File: src/rtl/console_pkg.sv
// console_pkg -- shared definitions for the text console.
// Used by the console writer and by the VRAM reader side, so the screen
// geometry, blank code, control codes and FSM encoding live in one place.
//   SCREEN_W / SCREEN_H : text grid size (characters x rows)
//   BLANK_CODE          : code stored in cleared cells
//   CODE_CR/LF/BS/FF    : control codes understood by the writer
//   state_t             : writer FSM encoding
//   row_base()          : VRAM address of column 0 of a row
package console_pkg;

   localparam int unsigned SCREEN_W    = 40;
   localparam int unsigned SCREEN_H    = 30;
   localparam int unsigned VRAM_ADDR_W = 11;

   localparam logic [7:0] BLANK_CODE = 8'h20;
   localparam logic [7:0] CODE_CR    = 8'h0D;
   localparam logic [7:0] CODE_LF    = 8'h0A;
   localparam logic [7:0] CODE_BS    = 8'h08;
   localparam logic [7:0] CODE_FF    = 8'h0C;

   typedef enum logic [1:0] {
      CLEAR_ALL  = 2'd0,
      IDLE       = 2'd1,
      WRITE      = 2'd2,
      CLEAR_LINE = 2'd3
   } state_t;

   // Address of the first cell of a row; unsigned 11-bit arithmetic.
   function automatic logic [10:0] row_base(input logic [4:0] row,
                                            input int unsigned width);
      return 11'(row) * 11'(width);
   endfunction

endpackage

File: src/rtl/console_writer_if.sv
// console_writer_if -- character input handshake plus VRAM write port and
// cursor position of the console writer.
//   char_i, char_valid, char_ready : producer -> writer valid/ready handshake
//   addr_vram_w, data_vram_w, we_vram : writer -> video RAM write port
//   cursor_x, cursor_y : current cursor position
// Modports: slave = the console writer, master = the character producer.
interface console_writer_if;

   logic [7:0]  char_i;
   logic        char_valid;
   logic        char_ready;
   logic [10:0] addr_vram_w;
   logic [7:0]  data_vram_w;
   logic        we_vram;
   logic [5:0]  cursor_x;
   logic [4:0]  cursor_y;

   modport slave (
      input  char_i, char_valid,
      output char_ready, addr_vram_w, data_vram_w, we_vram, cursor_x, cursor_y
   );

   modport master (
      output char_i, char_valid,
      input  char_ready, addr_vram_w, data_vram_w, we_vram, cursor_x, cursor_y
   );

endinterface

File: src/rtl/console_writer.sv
// console_writer -- turns a stream of character codes into VRAM writes for a
// screenW x screenH text screen, handling CR, LF, BS, FF, line wrap, wrap from
// the last row to row 0 and clearing of each newly entered line.
//   px_clk  : pixel clock, all logic on its rising edge
//   reset   : synchronous active-high reset, restarts the full-screen clear
//   bus     : console_writer_if.slave (char handshake, VRAM write, cursor)
// All outputs are registered; a write appears the cycle after acceptance.
module console_writer
   import console_pkg::*;
#(
   parameter int unsigned screenW = SCREEN_W,
   parameter int unsigned screenH = SCREEN_H,
   parameter logic [7:0]  BLANK   = BLANK_CODE
) (
   input logic               px_clk,
   input logic               reset,
   console_writer_if.slave   bus
);

   localparam logic [10:0] CELLS     = 11'(screenW * screenH);
   localparam logic [10:0] ROW_CELLS = 11'(screenW);
   localparam logic [5:0]  X_LAST    = 6'(screenW - 1);
   localparam logic [4:0]  Y_LAST    = 5'(screenH - 1);

   state_t      state;
   logic [10:0] clr_cnt;
   logic [5:0]  cur_x;
   logic [4:0]  cur_y;
   logic        bs_pend;
   logic        ready_r;
   logic        we_r;
   logic [10:0] addr_r;
   logic [7:0]  data_r;

   logic [4:0]  next_y;
   logic [10:0] cur_base;
   logic [10:0] next_base;
   logic        accept;
   logic        printable;

   always_comb begin
      next_y    = (cur_y == Y_LAST) ? 5'd0 : cur_y + 5'd1;
      cur_base  = row_base(cur_y, screenW);
      next_base = row_base(next_y, screenW);
      accept    = bus.char_valid & ready_r;
      printable = (bus.char_i >= 8'h20) && (bus.char_i <= 8'h7E);
   end

   always_ff @(posedge px_clk) begin
      if (reset) begin
         state   <= CLEAR_ALL;
         clr_cnt <= '0;
         cur_x   <= '0;
         cur_y   <= '0;
         bs_pend <= 1'b0;
         ready_r <= 1'b0;
         we_r    <= 1'b0;
         addr_r  <= '0;
         data_r  <= BLANK;
      end else begin
         case (state)
            // One leading cycle with no write, then one cell per cycle; the
            // extra terminal count keeps we_vram low once IDLE is entered.
            CLEAR_ALL: begin
               if (clr_cnt == CELLS) begin
                  state   <= IDLE;
                  ready_r <= 1'b1;
                  we_r    <= 1'b0;
                  cur_x   <= '0;
                  cur_y   <= '0;
               end else begin
                  we_r    <= 1'b1;
                  addr_r  <= clr_cnt;
                  data_r  <= BLANK;
                  clr_cnt <= clr_cnt + 11'd1;
               end
            end

            IDLE: begin
               we_r <= 1'b0;
               if (accept) begin
                  if (printable) begin
                     state   <= WRITE;
                     ready_r <= 1'b0;
                     we_r    <= 1'b1;
                     addr_r  <= cur_base + {5'd0, cur_x};
                     data_r  <= bus.char_i;
                     bs_pend <= 1'b0;
                  end else if (bus.char_i == CODE_CR) begin
                     cur_x <= '0;
                  end else if (bus.char_i == CODE_LF) begin
                     // New line: step the row and emit column 0 of the clear now.
                     cur_x   <= '0;
                     cur_y   <= next_y;
                     state   <= CLEAR_LINE;
                     ready_r <= 1'b0;
                     we_r    <= 1'b1;
                     addr_r  <= next_base;
                     data_r  <= BLANK;
                     clr_cnt <= 11'd1;
                  end else if (bus.char_i == CODE_BS) begin
                     if (cur_x != 6'd0) begin
                        // Cursor moves back when the write completes.
                        state   <= WRITE;
                        ready_r <= 1'b0;
                        we_r    <= 1'b1;
                        addr_r  <= cur_base + {5'd0, cur_x} - 11'd1;
                        data_r  <= BLANK;
                        bs_pend <= 1'b1;
                     end
                  end else if (bus.char_i == CODE_FF) begin
                     state   <= CLEAR_ALL;
                     ready_r <= 1'b0;
                     clr_cnt <= '0;
                  end
               end
            end

            WRITE: begin
               if (bs_pend) begin
                  cur_x   <= cur_x - 6'd1;
                  state   <= IDLE;
                  ready_r <= 1'b1;
                  we_r    <= 1'b0;
               end else if (cur_x != X_LAST) begin
                  cur_x   <= cur_x + 6'd1;
                  state   <= IDLE;
                  ready_r <= 1'b1;
                  we_r    <= 1'b0;
               end else begin
                  // Wrapped past the last column: same new-line step as LF.
                  cur_x   <= '0;
                  cur_y   <= next_y;
                  state   <= CLEAR_LINE;
                  we_r    <= 1'b1;
                  addr_r  <= next_base;
                  data_r  <= BLANK;
                  clr_cnt <= 11'd1;
               end
            end

            // cur_y already holds the new row, so cur_base addresses it.
            CLEAR_LINE: begin
               if (clr_cnt == ROW_CELLS) begin
                  state   <= IDLE;
                  ready_r <= 1'b1;
                  we_r    <= 1'b0;
               end else begin
                  we_r    <= 1'b1;
                  addr_r  <= cur_base + clr_cnt;
                  data_r  <= BLANK;
                  clr_cnt <= clr_cnt + 11'd1;
               end
            end

            default: begin
               state   <= CLEAR_ALL;
               clr_cnt <= '0;
               ready_r <= 1'b0;
               we_r    <= 1'b0;
            end
         endcase
      end
   end

   assign bus.char_ready  = ready_r;
   assign bus.we_vram     = we_r;
   assign bus.addr_vram_w = addr_r;
   assign bus.data_vram_w = data_r;
   assign bus.cursor_x    = cur_x;
   assign bus.cursor_y    = cur_y;

endmodule

File: src/flat_wrapper.sv
// flat-port wrapper written by rule: the top's interface ports become plain ports
module console_writer_flat import console_pkg::*;
#(
   parameter int unsigned screenW = SCREEN_W,
   parameter int unsigned screenH = SCREEN_H,
   parameter logic [7:0]  BLANK   = BLANK_CODE
)
  (px_clk, reset, bus_char_i, bus_char_valid, bus_char_ready, bus_addr_vram_w, bus_data_vram_w, bus_we_vram, bus_cursor_x, bus_cursor_y);
  console_writer_if bus_i ();
  input logic px_clk;
  input logic reset;
  input wire logic [$bits(bus_i.char_i)-1:0] bus_char_i;
  input wire logic [$bits(bus_i.char_valid)-1:0] bus_char_valid;
  output wire logic [$bits(bus_i.char_ready)-1:0] bus_char_ready;
  output wire logic [$bits(bus_i.addr_vram_w)-1:0] bus_addr_vram_w;
  output wire logic [$bits(bus_i.data_vram_w)-1:0] bus_data_vram_w;
  output wire logic [$bits(bus_i.we_vram)-1:0] bus_we_vram;
  output wire logic [$bits(bus_i.cursor_x)-1:0] bus_cursor_x;
  output wire logic [$bits(bus_i.cursor_y)-1:0] bus_cursor_y;
  assign bus_i.char_i = bus_char_i;
  assign bus_i.char_valid = bus_char_valid;
  assign bus_char_ready = bus_i.char_ready;
  assign bus_addr_vram_w = bus_i.addr_vram_w;
  assign bus_data_vram_w = bus_i.data_vram_w;
  assign bus_we_vram = bus_i.we_vram;
  assign bus_cursor_x = bus_i.cursor_x;
  assign bus_cursor_y = bus_i.cursor_y;
  console_writer #(.screenW(screenW), .screenH(screenH), .BLANK(BLANK)) u_core (.px_clk(px_clk), .reset(reset), .bus(bus_i));
endmodule
File: config.mk
export PLATFORM = sky130hd
export DESIGN_NAME = console_writer_flat
export DESIGN_NICKNAME = d
export VERILOG_FILES = /design/src/rtl/console_pkg.sv /design/src/rtl/console_writer_if.sv /design/src/rtl/console_writer.sv /design/src/flat_wrapper.sv
export SDC_FILE = /design/constraint.sdc
export NUM_CORES = 1
export LEC_CHECK = 0
export CAP_MARGIN = 20
export CORE_ASPECT_RATIO = 0.5
export CORE_MARGIN = 3
export CORE_UTILIZATION = 30
export CTS_BUF_LIST = sky130_fd_sc_hd__clkbuf_4
export DETAILED_ROUTE_END_ITERATION = 8
export SLEW_MARGIN = 20
export SYNTH_ARGS = -nofsm -noshare
export SYNTH_HDL_FRONTEND = slang
export SYNTH_SLANG_ARGS = --single-unit
File: constraint.sdc
create_clock -name px_clk -period 3.1 [get_ports px_clk]
set_input_delay 0.93 -clock px_clk [delete_from_list [all_inputs] [get_ports px_clk]]
set_output_delay 0.93 -clock px_clk [all_outputs]
set_load 0.05 [all_outputs]
# [Yosys cells after proc, flatten, opt, wreduce, memory -nomap -nowiden]
# Index checks and enable logic that the tools add are counted.
[word_totals] register_bits=46 latchBits=0 mem_bits_rw=0 romBits=0 inputBits=11 out_inout_bits=32 elab_cells=156 memories=0
[classes] add_sub_neg=7 n_mul=2 div_mod_pow=0 n_lt_le_gt_ge=2 n_eq_ne=32 shift=0 n_mux=90 bitwise_logic=1 n_reduce_logical=13
[op_table] cell="$mux 11" n=20
[op_table] cell="$pmux 11 s4" n=2
[op_table] cell="$mux 8" n=10
[op_table] cell="$mux 6" n=7
[op_table] cell="$mux 5" n=8
[op_table] cell="$eq 8x4->1 const B" n=4
[op_table] cell="$pmux 8 s4" n=1
[op_table] cell="$mux 1" n=26
[op_table] cell="$mux 2" n=11
[op_table] cell="$pmux 6 s3" n=1
[op_table] cell="$mul 5x3->8 const B" n=2
[op_table] cell="$reduce_and 8->1" n=2
[op_table] cell="$pmux 5 s3" n=1
[op_table] cell="$ne 2x1->1 const B" n=6
[op_table] cell="$ne 2x2->1 const B" n=6
[op_table] cell="$reduce_and 6->1" n=2
[op_table] cell="$add 11x1->11 const B" n=1
[op_table] cell="$add 11x11->11" n=1
[op_table] cell="$add 11x6->11" n=1
[op_table] cell="$eq 11x11->1 const B" n=1
[op_table] cell="$eq 11x6->1 const B" n=1
[op_table] cell="$sub 11x1->11 const B" n=1
[op_table] cell="$ne 3x1->1 const B" n=3
[op_table] cell="$reduce_and 9->1" n=1
[op_table] cell="23 further kinds" n=28

# [Logic depth before layout (Yosys ltp)]
[logic_depth] depth_word=10 mapped_depth=14 depth_no_buf=14

# [Worst setup path before layout]
# OpenSTA, ideal clock, no wires.
[synth_path] kind="flip-flop to flip-flop" from="register u_core.cur_y[1], in the netlist u_core.bus.cursor_y[1]" to="register u_core.addr_r[9], in the netlist u_core.bus.addr_vram_w[9]" setup_ns=0.117 t_arrival_ns=3.331 required_time_ns=2.983 slack_ns=-0.348 path_stages_with_launch=12 n_path_buf=0 synth_period_minus_slack_ns=3.448 cell_sequence="dfxtp_1 > ha_1 > ha_1 > fa_1 > ha_1 > o21ai_0 > o21bai_1 > a21oi_1 > xnor2_1 > a221oi_1 > a2111oi_0 > a22o_1"
[synth_between] elab_chain_cells=10 word_cells_on_any_way=18 classes_between="add/sub: 4; mul: 2; eq/ne: 1; mux: 11"
[synth_rtl] item="from (decl)" line_no="console_writer.sv:28" text="logic [4:0] cur_y;"
[synth_rtl] item="from (signal assigned)" line_no="console_writer.sv:94" text="cur_y <= next_y;"
[synth_rtl] item="from (signal assigned)" line_no="console_writer.sv:133" text="cur_y <= next_y;"
[synth_rtl] item="$mul 5x3->8" line_no="console_pkg.sv:31" text="return 11'(row) * 11'(width);"
[synth_rtl] item="$add 11x6->11" line_no="console_writer.sv:86, console_writer.sv:107"
[synth_rtl] item="$sub 11x1->11" line_no="console_writer.sv:107" text="addr_r <= cur_base + {5'd0, cur_x} - 11'd1;"
[synth_rtl] item="$mux 11" line_no="console_writer.sv:102" text="if (cur_x != 6'd0) begin"
[synth_rtl] item="$mux 11" line_no="console_writer.sv:101" text="end else if (bus.char_i == CODE_BS) begin"
[synth_rtl] item="$mux 11" line_no="console_writer.sv:91" text="end else if (bus.char_i == CODE_LF) begin"
[synth_rtl] item="$mux 11" line_no="console_writer.sv:89" text="end else if (bus.char_i == CODE_CR) begin"
[synth_rtl] item="$mux 11" line_no="console_writer.sv:82" text="if (printable) begin"
[synth_rtl] item="$mux 11" line_no="console_writer.sv:81" text="if (accept) begin"
[synth_rtl] item="$pmux 11 s4 (*)" line_no="console_writer.sv:61" text="case (state)"
[synth_rtl] item="to (signal assigned)" line_no="console_writer.sv:73" text="addr_r <= clr_cnt;"
[synth_rtl] item="to (signal assigned)" line_no="console_writer.sv:86" text="addr_r <= cur_base + {5'd0, cur_x};"
[synth_rtl] item="to (signal assigned)" line_no="console_writer.sv:98" text="addr_r <= next_base;"
[synth_rtl] item="to (decl)" line_no="console_writer.sv:32" text="logic [10:0] addr_r;"
# Mark *: on every way between the ends. The rest lies on a longest branch, timed or not. The select of a mux whose other input is x is not followed.
# A chain may end at the register's enable or synchronous reset.

# [Worst setup path in the final report]
[layout_path] from="register u_core.cur_y[1], in the netlist u_core.bus.cursor_y[1]" to="register u_core.addr_r[8], in the netlist u_core.bus.addr_vram_w[8]"
# The elaborated chain is that of the path after synthesis.

==> metrics.md <==
| Metric | Value |
|---|---|
| # IOs | 43 |
| Post-Synth XOR/XNOR Area | roughly 7.6% |
| Power after layout | 1.45 mW |
| Post-synthesis compound-gate area fraction | around a quarter |
| Via/cell ratio | 5.44 |
| Synth top area share | between 20% and 30% |
| Async S/R FF share, synth | 0% |
| Clock network fraction of total power | 28.7% |
| Syn-to-layout area delta | 30.0% |
| Setup tns final | 0 ns |
| Placed cell area | about 0.005 sq mm |
| Worst r2r path cells | 11 |
| Global-route wire length before repair | 19.8 mm |
| Cells after Synth | 490 |
| Slew @ Worst Pin | between 0.6 and 0.7 ns |
| Average cell area after synthesis | 7.95 sq um |
| Vias in the first global route | between 3000 and 4000 |
| Synth warn | 0 |
| Vias | roughly 4000 |
| Slowest stage cell, crit path | fa_2 |
| Leakage | about 2.1 nW |
| Critical path peak fanout | 8 |
| Synth area leader | dfxtp_1 |
| Average wire per standard cell | 17.1 microns |
| Worst skew pair latency | roughly 0.40 ns |
| Area of the multi-input gates | between 0.002 and 0.003 sq mm |
| WP buf/inv | 1 |
| Net Sw Power | roughly 0.5 mW |
| Arrival time worst endpoint | 3.27 ns |
| CTS Root Cell | clkbuf_4 |
| Hold depth | 2 |
| Flop2flop setup slack | 0.12 ns |
| R2R Path End | u_core.bus.addr_vram_w[8] |
| Worst hold start | u_core.bus.data_vram_w[4] |
| Comb power frac | 27.3% |
| Post-synthesis simple-gate area fraction | 24.2% |
| Initial core utilization | roughly a third |
| Switching part of the total | approximately 34% |
| Post-synthesis instance area | 0.00389 sq mm |
| Post-route cell area | 0.00506 sq mm |
| Core Area | 0.0122 sq mm |
| Initial antenna violation count | 0 |
| CTS tree | done |
| Final std cells w/o fill | 740 |
| H-Tree Depth | 2 |
| Minimum clock period | ~3 ns |
| Largest family of logic cells by synthesized area | simple AND/OR/NAND/NOR gates |
| Worst R2R Start | u_core.bus.cursor_y[1] |
| Nets | 622 |
| Place WS | -0.122 ns |
| DIE AREA | 0.0145 sq mm |
| Yosys cell types | just over 70 |
| Final Hold Viols | 0 |
| Slew Limit Fails | 0 |
| CP startpoint kind | register |
| Adder-cell share of the synthesized area | 13.0% |
| Internal power | approximately 0.95 mW |
| Top delay family on crit path | adder cells |
| Post-DP HPWL | between 9 and 10 mm |
| Reg power frac | between 40% and 50% |
| Die Y | slightly below 90 microns |
| Routability Congestion | 0.907 |
| Final ANT Viol Nets | 0 |
| Hold Crit Class | register to register |
| Status | finished, final reports clean |
| Drt pass-1 iters | 5 |
| Flop and latch count out of synthesis | 46 |
| Worst-case clock buffer depth | 2 |
| EDFF count, synth | 0 |
| Crit path capture type | register |
| Register Area | 935 sq um |
| CP required | approximately 3.4 ns |
| Slowest stage delay, CP | 0.59 ns |
| Largest net degree at the start of global routing | 21 |
| Fin worst setup slack | ~0.12 ns |
| Hold Path End | u_core.bus.data_vram_w[4] |
| Post-synthesis sequential area ratio | a little under a quarter |
| Relative slew slack | 58.6% |
| Final Setup Violations | 0 |
| Crit path top cell by count | ha_1 |
| Fillers | about 1200 |
| Multiplexer share of the synthesized area | under 10% |
| GRT overflow | 0 |
| Maxcap violations | 0 |
| Total wire length | around 13 mm |
| Cells after DPL | 730 |
| DRC viols | 0 |
| Die W | 167 microns |
| Crit share post-route | approximately 96% |
| Row count | 28 |
| Initial DRC Count | 360 |
| PwrDens | roughly 290 mW/mm^2 |
| Share of cells above drive strength 1 | between 10% and 20% |
| CTS clock-pin slew for the worst setup and hold paths | approximately 0.16 ns |
| Max Fclk | approximately 0.34 GHz |
| Worst path cell trace | ha_1, ha_1, fa_2, buf_6, nor2b_1, o21ai_1, o2111ai_2, mux2_1, a211o_1, o221ai_2, a311oi_1 |
| Port Buffers | 42 |
| Worst Clk Skew | ~0.038 ns |
| VDD IR max | approximately 0.15 mV |
| Syn Nets | around 540 |
| Critical path class | register to register |
| Total Routing Usage GR | around 17% |
| Synth area leaders | dfxtp_1, ha_1, nor2_1 |
| Sink Count | 46 |
| CTS buffer count | 5 |
| Main flop type after synthesis | dfxtp_1 |
power groups by stage:
stage | logic, mW | registers, mW | clock network, mW
floorplan | 0.179 | 0.700 | 0
global placement | 0.380 | 0.650 | 0
detailed placement | 0.380 | 0.651 | 0
CTS | 0.383 | 0.639 | 0.419
global route | 0.424 | 0.641 | 0.440
finish | 0.394 | 0.638 | 0.415
placed cells by master (no fill, tap or decap), types with 5 or more instances in the layout:
| cell type | instances |
|---|---|
| nand2_1 | 37 |
| xnor2_1 | 17 |
| a21oi_1 | 34 |
| nand2b_1 | 5 |
| nand3_1 | 18 |
| and3_1 | 5 |
| inv_1 | 22 |
| dfxtp_1 | 41 |
| nand4_1 | 7 |
| xor2_1 | 9 |
| clkdlybuf4s50_1 | 42 |
| a211oi_1 | 10 |
| a21o_1 | 11 |
| o21ai_0 | 15 |
| ha_1 | 34 |
| nor2_1 | 54 |
| nor3_1 | 21 |
| nor2b_1 | 5 |
| buf_4 | 56 |
| mux2i_1 | 10 |
| clkbuf_4 | 6 |
through the flow:
step / hold WS (ns) / utilization (%)
2_1_floorplan: 0.469 / -
3_3_place_gp: 0.442 / 39.8
3_5_place_dp: 0.450 / 39.8
4_1_cts: 0.468 / 40.5
5_1_grt: 0.486 / 41.4
6_report: 0.466 / 41.4
per-layer routing:
layer | part of all wire, % | vias to the layer above | wire length [microns] | track usage, %
met2 | 41 | 138 | 5190 | 24.5
li1 | - | 1973 | - | -
met5 | 0 | - | 0 | 0
met4 | 0.90 | 0 | 114 | 2.97
met3 | 7.2 | 12 | 908 | 2.92
met1 | 51 | 1900 | 6420 | 26.4
logic make-up after synthesis:
family,after synthesis
compound gates,132
fa+ha+maj,38
xor+xnor,30
buf+inv,48
simple gates,185
mux,11
flops,46
registers in the layout, indices dropped and copies added (netlist names):
register	cells
u_core.bus.char_ready	1
u_core.bus.we_vram	1
u_core.bus.cursor_x	6
u_core.bus.addr_vram_w	11
u_core.bus.data_vram_w	8
u_core.bs_pend	1
u_core.clr_cnt	11
u_core.state	2
u_core.bus.cursor_y	5
worst reg2reg max path, cell delays in order (launching register included):
cell and delay (ns):
dfxtp_4 0.38, ha_1 0.29, ha_1 0.23, fa_2 0.59
buf_6 0.15, nor2b_1 0.05, o21ai_1 0.13, o2111ai_2 0.18
mux2_1 0.35, a211o_1 0.25, o221ai_2 0.15, a311oi_1 0.12
cell type report:
class | instances | area share [%]
clock buffers | 6 | 0.890
multi-input cells | 396 | 56.8
inverters | 24 | 1.78
flip-flops and latches | 46 | 18.5
clock inverters | 2 | 0.717
repair buffers | 100 | 17.2
diodes | 1 | 0.0494
well taps | 165 | 4.08
synth_stat cells (all sizes together) (2+ instances only):
master and count:
nor2 56, dfxtp 46, a21oi 38, nand2 37, ha 34, inv 23
nor3 21, o21ai 19, nand3 18, xnor2 18, clkbuf 17, a211oi 12
a21o 11, xor2 11, mux2i 10, buf 7, nand4 7, a221oi 5
and3 5, and4 5, nand2b 5, nor2b 5, nor4 5, o221ai 5
and2 4, fa 4, nor4b 4, o21bai 4, a2111oi 3, a211o 3
a221o 3, a31oi 3, a41oi 3, o21a 3, a22oi 2, a311oi 2
and4b 2, nand4b 2, nor3b 2, o2111ai 2, o211ai 2, or3 2
or4b 2
how the worst max path moves through the flow:
stage                     cells past startpoint  slack (ns)                   endpoint                    from
after global routing                         12       -0.02  u_core.bus.addr_vram_w[7]  u_core.bus.cursor_y[1]
after detailed placement                      9       -0.12  u_core.bus.addr_vram_w[4]           bus_char_i[5]
after floorplan                              11        0.03  u_core.bus.addr_vram_w[9]  u_core.bus.cursor_y[1]
after global placement                        9       -0.16  u_core.bus.addr_vram_w[4]           bus_char_i[5]
final                                        11        0.12  u_core.bus.addr_vram_w[8]  u_core.bus.cursor_y[1]
after CTS                                    10       0.003  u_core.bus.addr_vram_w[9]  u_core.bus.cursor_y[1]
what timing repair did:
item	in CTS	in global routing
gates resized for setup	1	26
hold buffers	0	0
setup buffers	0	1
pin swaps	0	6
setup endpoints to repair	1	4
hold endpoints to repair	0	0
(Power assumes the default switching activity.)
